### src/rtl/shared_reg_arb_pkg.sv
// Shared types, defaults and helpers for the shared-register round-robin arbiter.
// The optional hold-grant feature of the top is enabled by defining SHARED_REG_LOCK_EN.

`ifndef SHARED_REG_ARB_IDX_W
`define SHARED_REG_ARB_IDX_W(n) shared_reg_arb_pkg::clog2(n)
`endif

package shared_reg_arb_pkg;

    localparam int unsigned DEF_N_REQ = 4;
    localparam int unsigned DEF_WIDTH = 1;

    // Index width for n requesters; never less than one bit.
    function automatic int unsigned clog2(input int unsigned n);
        int unsigned r;
        r = 1;
        for (int unsigned k = 1; k < 32; k++) begin
            if ((32'd1 << r) < n) begin
                r = k + 1;
            end
        end
        return r;
    endfunction

endpackage

### src/rtl/rr_pick.sv
// Combinational round-robin pick: first set request scanning from ptr upward with wrap.

module rr_pick
    import shared_reg_arb_pkg::*;
#(
    parameter int unsigned N_REQ = DEF_N_REQ,
    parameter int unsigned IDX_W = clog2(DEF_N_REQ)
) (
    input  logic [N_REQ-1:0] req_i,
    input  logic [IDX_W-1:0] ptr_i,
    output logic [N_REQ-1:0] gnt_c,
    output logic [IDX_W-1:0] idx_c,
    output logic             any_c
);

    logic [IDX_W:0] pos;

    // Walk the rotated request vector from ptr and stop at the first set bit.
    always_comb begin
        gnt_c = '0;
        idx_c = '0;
        any_c = 1'b0;
        pos   = '0;
        for (int unsigned k = 0; k < N_REQ; k++) begin
            pos = (IDX_W+1)'(ptr_i) + (IDX_W+1)'(k);
            if (pos >= (IDX_W+1)'(N_REQ)) begin
                pos = pos - (IDX_W+1)'(N_REQ);
            end
            if (!any_c && req_i[pos[IDX_W-1:0]]) begin
                any_c = 1'b1;
                idx_c = pos[IDX_W-1:0];
            end
        end
        if (any_c) begin
            gnt_c[idx_c] = 1'b1;
        end
    end

endmodule

### src/rtl/shared_reg_arbiter.sv
// Round-robin arbiter owning one WIDTH-bit register shared by N_REQ requesters.
// Define SHARED_REG_LOCK_EN to let a granted requester hold the grant with lock[i].

module shared_reg_arbiter
    import shared_reg_arb_pkg::*;
#(
    parameter int unsigned      N_REQ   = DEF_N_REQ,
    parameter int unsigned      WIDTH   = DEF_WIDTH,
    parameter logic [WIDTH-1:0] RST_VAL = '0
) (
    input  logic                                 clk,
    input  logic                                 rst,
    input  logic [N_REQ-1:0]                     req,
    input  logic [N_REQ*WIDTH-1:0]               din,
    input  logic [N_REQ-1:0]                     lock,
    output logic [N_REQ-1:0]                     gnt,
    output logic [WIDTH-1:0]                     q,
    output logic                                 q_valid,
    output logic [`SHARED_REG_ARB_IDX_W(N_REQ)-1:0] q_id
);

    localparam int unsigned IDX_W = clog2(N_REQ);

    logic [IDX_W-1:0] ptr_q, ptr_d;
    logic [WIDTH-1:0] q_q, q_d;
    logic [IDX_W-1:0] id_q, id_d;
    logic             valid_q, valid_d;

    logic [N_REQ-1:0] pick_gnt;
    logic [IDX_W-1:0] pick_idx;
    logic             pick_any;
    logic             xfer;
    logic [WIDTH-1:0] din_sel;

    rr_pick #(
        .N_REQ (N_REQ),
        .IDX_W (IDX_W)
    ) u_pick (
        .req_i (req),
        .ptr_i (ptr_q),
        .gnt_c (pick_gnt),
        .idx_c (pick_idx),
        .any_c (pick_any)
    );

    // Reset suppresses the grant, so any transfer offered that cycle is dropped.
    assign gnt     = rst ? '0 : pick_gnt;
    assign xfer    = pick_any & ~rst;
    assign din_sel = din[pick_idx*WIDTH +: WIDTH];

`ifndef SHARED_REG_LOCK_EN
    logic unused_lock;
    assign unused_lock = ^lock;
`endif

    // Next pointer and register contents.
    always_comb begin
        ptr_d   = ptr_q;
        q_d     = q_q;
        id_d    = id_q;
        valid_d = 1'b0;
        if (xfer) begin
            valid_d = 1'b1;
            q_d     = din_sel;
            id_d    = pick_idx;
            if (pick_idx == IDX_W'(N_REQ - 1)) begin
                ptr_d = '0;
            end else begin
                ptr_d = pick_idx + IDX_W'(1);
            end
`ifdef SHARED_REG_LOCK_EN
            // Winner asking to keep the register: leave priority on it.
            if (lock[pick_idx] && req[pick_idx]) begin
                ptr_d = pick_idx;
            end
`endif
        end
    end

    // State registers with synchronous reset.
    always_ff @(posedge clk) begin
        if (rst) begin
            ptr_q   <= '0;
            q_q     <= RST_VAL;
            id_q    <= '0;
            valid_q <= 1'b0;
        end else begin
            ptr_q   <= ptr_d;
            q_q     <= q_d;
            id_q    <= id_d;
            valid_q <= valid_d;
        end
    end

    assign q       = q_q;
    assign q_id    = id_q;
    assign q_valid = valid_q;

endmodule

### config.mk
export PLATFORM = sky130hd
export DESIGN_NAME = shared_reg_arbiter
export DESIGN_NICKNAME = d
export VERILOG_FILES = /design/src/rtl/shared_reg_arb_pkg.sv /design/src/rtl/rr_pick.sv /design/src/rtl/shared_reg_arbiter.sv
export SDC_FILE = /design/constraint.sdc
export NUM_CORES = 1
export LEC_CHECK = 0
export CAP_MARGIN = 0
export CELL_PAD_IN_SITES_DETAIL_PLACEMENT = 0
export CELL_PAD_IN_SITES_GLOBAL_PLACEMENT = 1
export CORE_MARGIN = 2
export CORE_UTILIZATION = 28
export DETAILED_ROUTE_END_ITERATION = 6
export GPL_TIMING_DRIVEN = 1
export PLACE_DENSITY = 0.89
export SYNTH_ARGS = -nofsm -noshare
export SYNTH_HDL_FRONTEND = slang
export SYNTH_SLANG_ARGS = --single-unit
### constraint.sdc
create_clock -name clk -period 7.25 [get_ports clk]
set_input_delay 2.175 -clock clk [delete_from_list [all_inputs] [get_ports clk]]
set_output_delay 2.175 -clock clk [all_outputs]
set_load 0.02 [all_outputs]
==> results.yml <==
run_status:
  status: "finished, final reports clean"
global_route:
  grt_pass1_vias: 383
  grt_pass1_wl_um: 1640
  met2_usage_pct: 19.4
  grt_use_met1_pct: 14.0
  met3_usage_pct: 1.28
  track_usage_pct: 11.9
  busiest_layer: "met2"
  grt-ovfl-total: 0
  grt_max_degree: 8
  antenna_found_initial: 0
timing:
  hold_viol_final: 0
  max_freq_mhz: 155
  maxSlewViolCount: 0
  slew_headroom_pct: 75.6
  finalSetupTns_ns: 0
  setup_viol: 0
  worst_slew_pin_slew_ns: 0.364
  hold_ws_ns: 0.455
  min_period_ns: 6.46
  min_period_over_period_pct: 89.1
  rsz0062_at_grt: "no"
  fin_skew_ns: 0.00542
drt:
  dr_total_vias: 379
  drtAntennaViolNets: 0
  drt_wl_total_um: 904
  wire_per_inst_um: 11.0
  drc: 0
  firstDrtPassIters: 3
  vias_per_cell: 4.62
  drt_iter0_markers: 2
logic_synthesis:
  synth_mux_area_share_pct: 4.76
  synth_warnings: 0
  avgSynthCellArea_um2: 9.34
  synth_seq_cells: 6
  ys_top_cells_by_count: "6 x dfxtp_1, 4 x and2_1, 4 x ha_1, 4 x inv_1"
  synthTopCellsByArea: "dfxtp_1 29%, ha_1 12%, and2_1 6.0%, o211ai_2 6.0%, mux2i_1 4.8%"
  syn_inst: 45
  synth.most_common_cell: "dfxtp_1"
  synth.distinct_cells: 23
  synth_top_area_cell: "dfxtp_1"
  synth_edf_count: 0
  synthSimpleGateAreaFrac_pct: 30.1
  syn_nets: 63
  synth_compound_area_share_pct: 21.1
  synthAdderAreaFrac_pct: 11.9
  ys_dominant_reg_cell: "dfxtp_1"
  synth_top_area_share_pct: 28.6
  synth_top_family_by_area: "simple AND/OR/NAND/NOR gates"
  async_reset_ff_share_pct: 0
  netlist_area_um2: 420
  ys_seq_area_share_pct: 28.6
  synth_xor_area_share_pct: 0
worst_setup_path:
  worst_r2r_path_depth: 7
  crit_path_frequent_cell: "clkdlybuf4s50_1"
  startpoint: "req[2]"
  startpoint_type: "primary input"
  cp_num_buf_inv: 4
  r2r-end: "ptr_q[1]"
  worst-path-stages: 9
  max_stage_delay_ns: 0.53
  critPathRequiredTime_ns: 5.08
  path_cells: "clkdlybuf4s50_1 -> nor2b_4 -> a21o_1 -> a221oi_2 -> buf_4 -> inv_1 -> ha_1 -> and2_1 -> clkdlybuf4s50_1"
  slowest_stage: "clkdlybuf4s50_1"
  arrival_ns: 4.29
  timing.rr.start: "ptr_q[1]"
  endpoint: "gnt[0]"
  critical_path_class: "primary input to output pin"
  reg2reg_slack_ns: 5.60
  end_kind: "output pin"
  crit_family: "buffers and inverters"
  cp_max_fo: 7
clock_tree:
  cts_sinks: 6
  insertion_delay_ns: 0.25
  cts-root-buf: "clkbuf_4"
  post-cts-setup-buffer-count: 0
  cts.path.max_buffers: 2
  holdBufCountCts: 0
  cts.clk_slew.worst_paths_ns: 0.05
  cts_buffers: 3
  cts_tree: "built"
  htree_levels: 1
  postCtsResizedCells: 0
placement:
  gp_congestion: 0.751
  placed_area_um2: 624
  dp.cells: 79
  place.port_buffers: 17
  place_hpwl_um: 710
die:
  rows: 13
  top_level_ports: 22
  core_area_um2: 1350
  start_util_pct: 31.1
  dieArea_um2: 1830
  chipWidth_um: 42.8
  die_h_um: 42.8
min_path:
  hold_path_class: "flip-flop to flip-flop"
final_layout:
  final-seq-area_um2: 120
  fin_area_um2: 647
  drive_above_1_share_pct: 19.4
  area_growth_pct: 53.9
  final_nets: 87
  multiInputGateArea_um2: 285
  diodes: 0
  fin_cells: 82
  nFillCells: 152
power:
  irDropWorstVdd_v: 0.0000920
  leakage_nw: 0.284
  power.density_nw_per_um2: 209
job:
  drv_cap: 0
worst min-delay path by stage:
stage	start	endpoint	slack [ns]	cells after the start
2_1_floorplan	ptr_q[0]	ptr_q[0]	0.52	2
3_3_place_gp	q_id[1]	q_id[1]	0.45	2
3_5_place_dp	q_id[1]	q_id[1]	0.45	2
4_1_cts	q_id[1]	q_id[1]	0.46	2
5_1_grt	q_id[1]	q_id[1]	0.48	2
6_report	q_id[1]	q_id[1]	0.46	2
final cells by class:
type / count / share of cell area, %
Sequential cell: 6 / 18.6
Timing Repair Buffer: 19 / 28.6
Tap cell: 15 / 2.90
Clock buffer: 3 / 3.48
Multi-Input combinational cell: 35 / 44.1
Inverter: 4 / 2.32
flip-flops by register name, summed over array words and instances, names as in the netlist:
signal / count
ptr_q: 2
q: 1
q_id: 2
q_valid: 1
layout by cell type (no fill, tap or decap), types with 2 or more instances in the layout:
| master | instances |
|---|---|
| nor2_1 | 3 |
| buf_4 | 2 |
| dfxtp_1 | 6 |
| ha_1 | 4 |
| mux2i_1 | 2 |
| a21oi_1 | 3 |
| clkbuf_4 | 3 |
| nand2_1 | 2 |
| clkdlybuf4s50_1 | 17 |
| nand2b_1 | 2 |
| and2_1 | 4 |
| inv_1 | 4 |
| o211ai_2 | 2 |
power by group:
group	switching (mW)	leakage [nW]	internal (mW)
clock network	0.0125	0.0138	0.0188
registers	0.00466	0.0500	0.0388
logic	0.0293	0.220	0.0309
worst register-to-register path, stage by stage (launching register included):
cell	delay, ns
dfxtp_1	0.41
nand2_1	0.07
a311o_1	0.39
nand2_2	0.14
inv_1	0.08
ha_1	0.27
mux2i_1	0.12
nor2_1	0.05
through the flow:
step / utilization [%] / power, mW / worst slack (ns)
floorplan: - / 0.0792 / 1.72
global placement: 46.2 / 0.104 / 0.832
detailed placement: 46.2 / 0.105 / 0.800
CTS: 47.9 / 0.138 / 0.795
global route: 47.9 / 0.146 / 0.651
finish: 47.9 / 0.135 / 0.787
kinds of logic (layout without fill, tap and decap cells):
logic type      Yosys count  count (layout)
buf+inv                   4              26
flops                     6               6
mux                       2               2
compound gates           10              10
fa+ha+maj                 4               4
simple gates             19              19
layer usage:
metal,vias to the layer above,wire [µm],share of wire (%)
li1,201,-,-
met3,2,48,5.3
met5,-,0,0
met4,0,24,2.7
met2,10,401,44
met1,166,430,48
No activity file was read; power rests on OpenSTA's default activity.
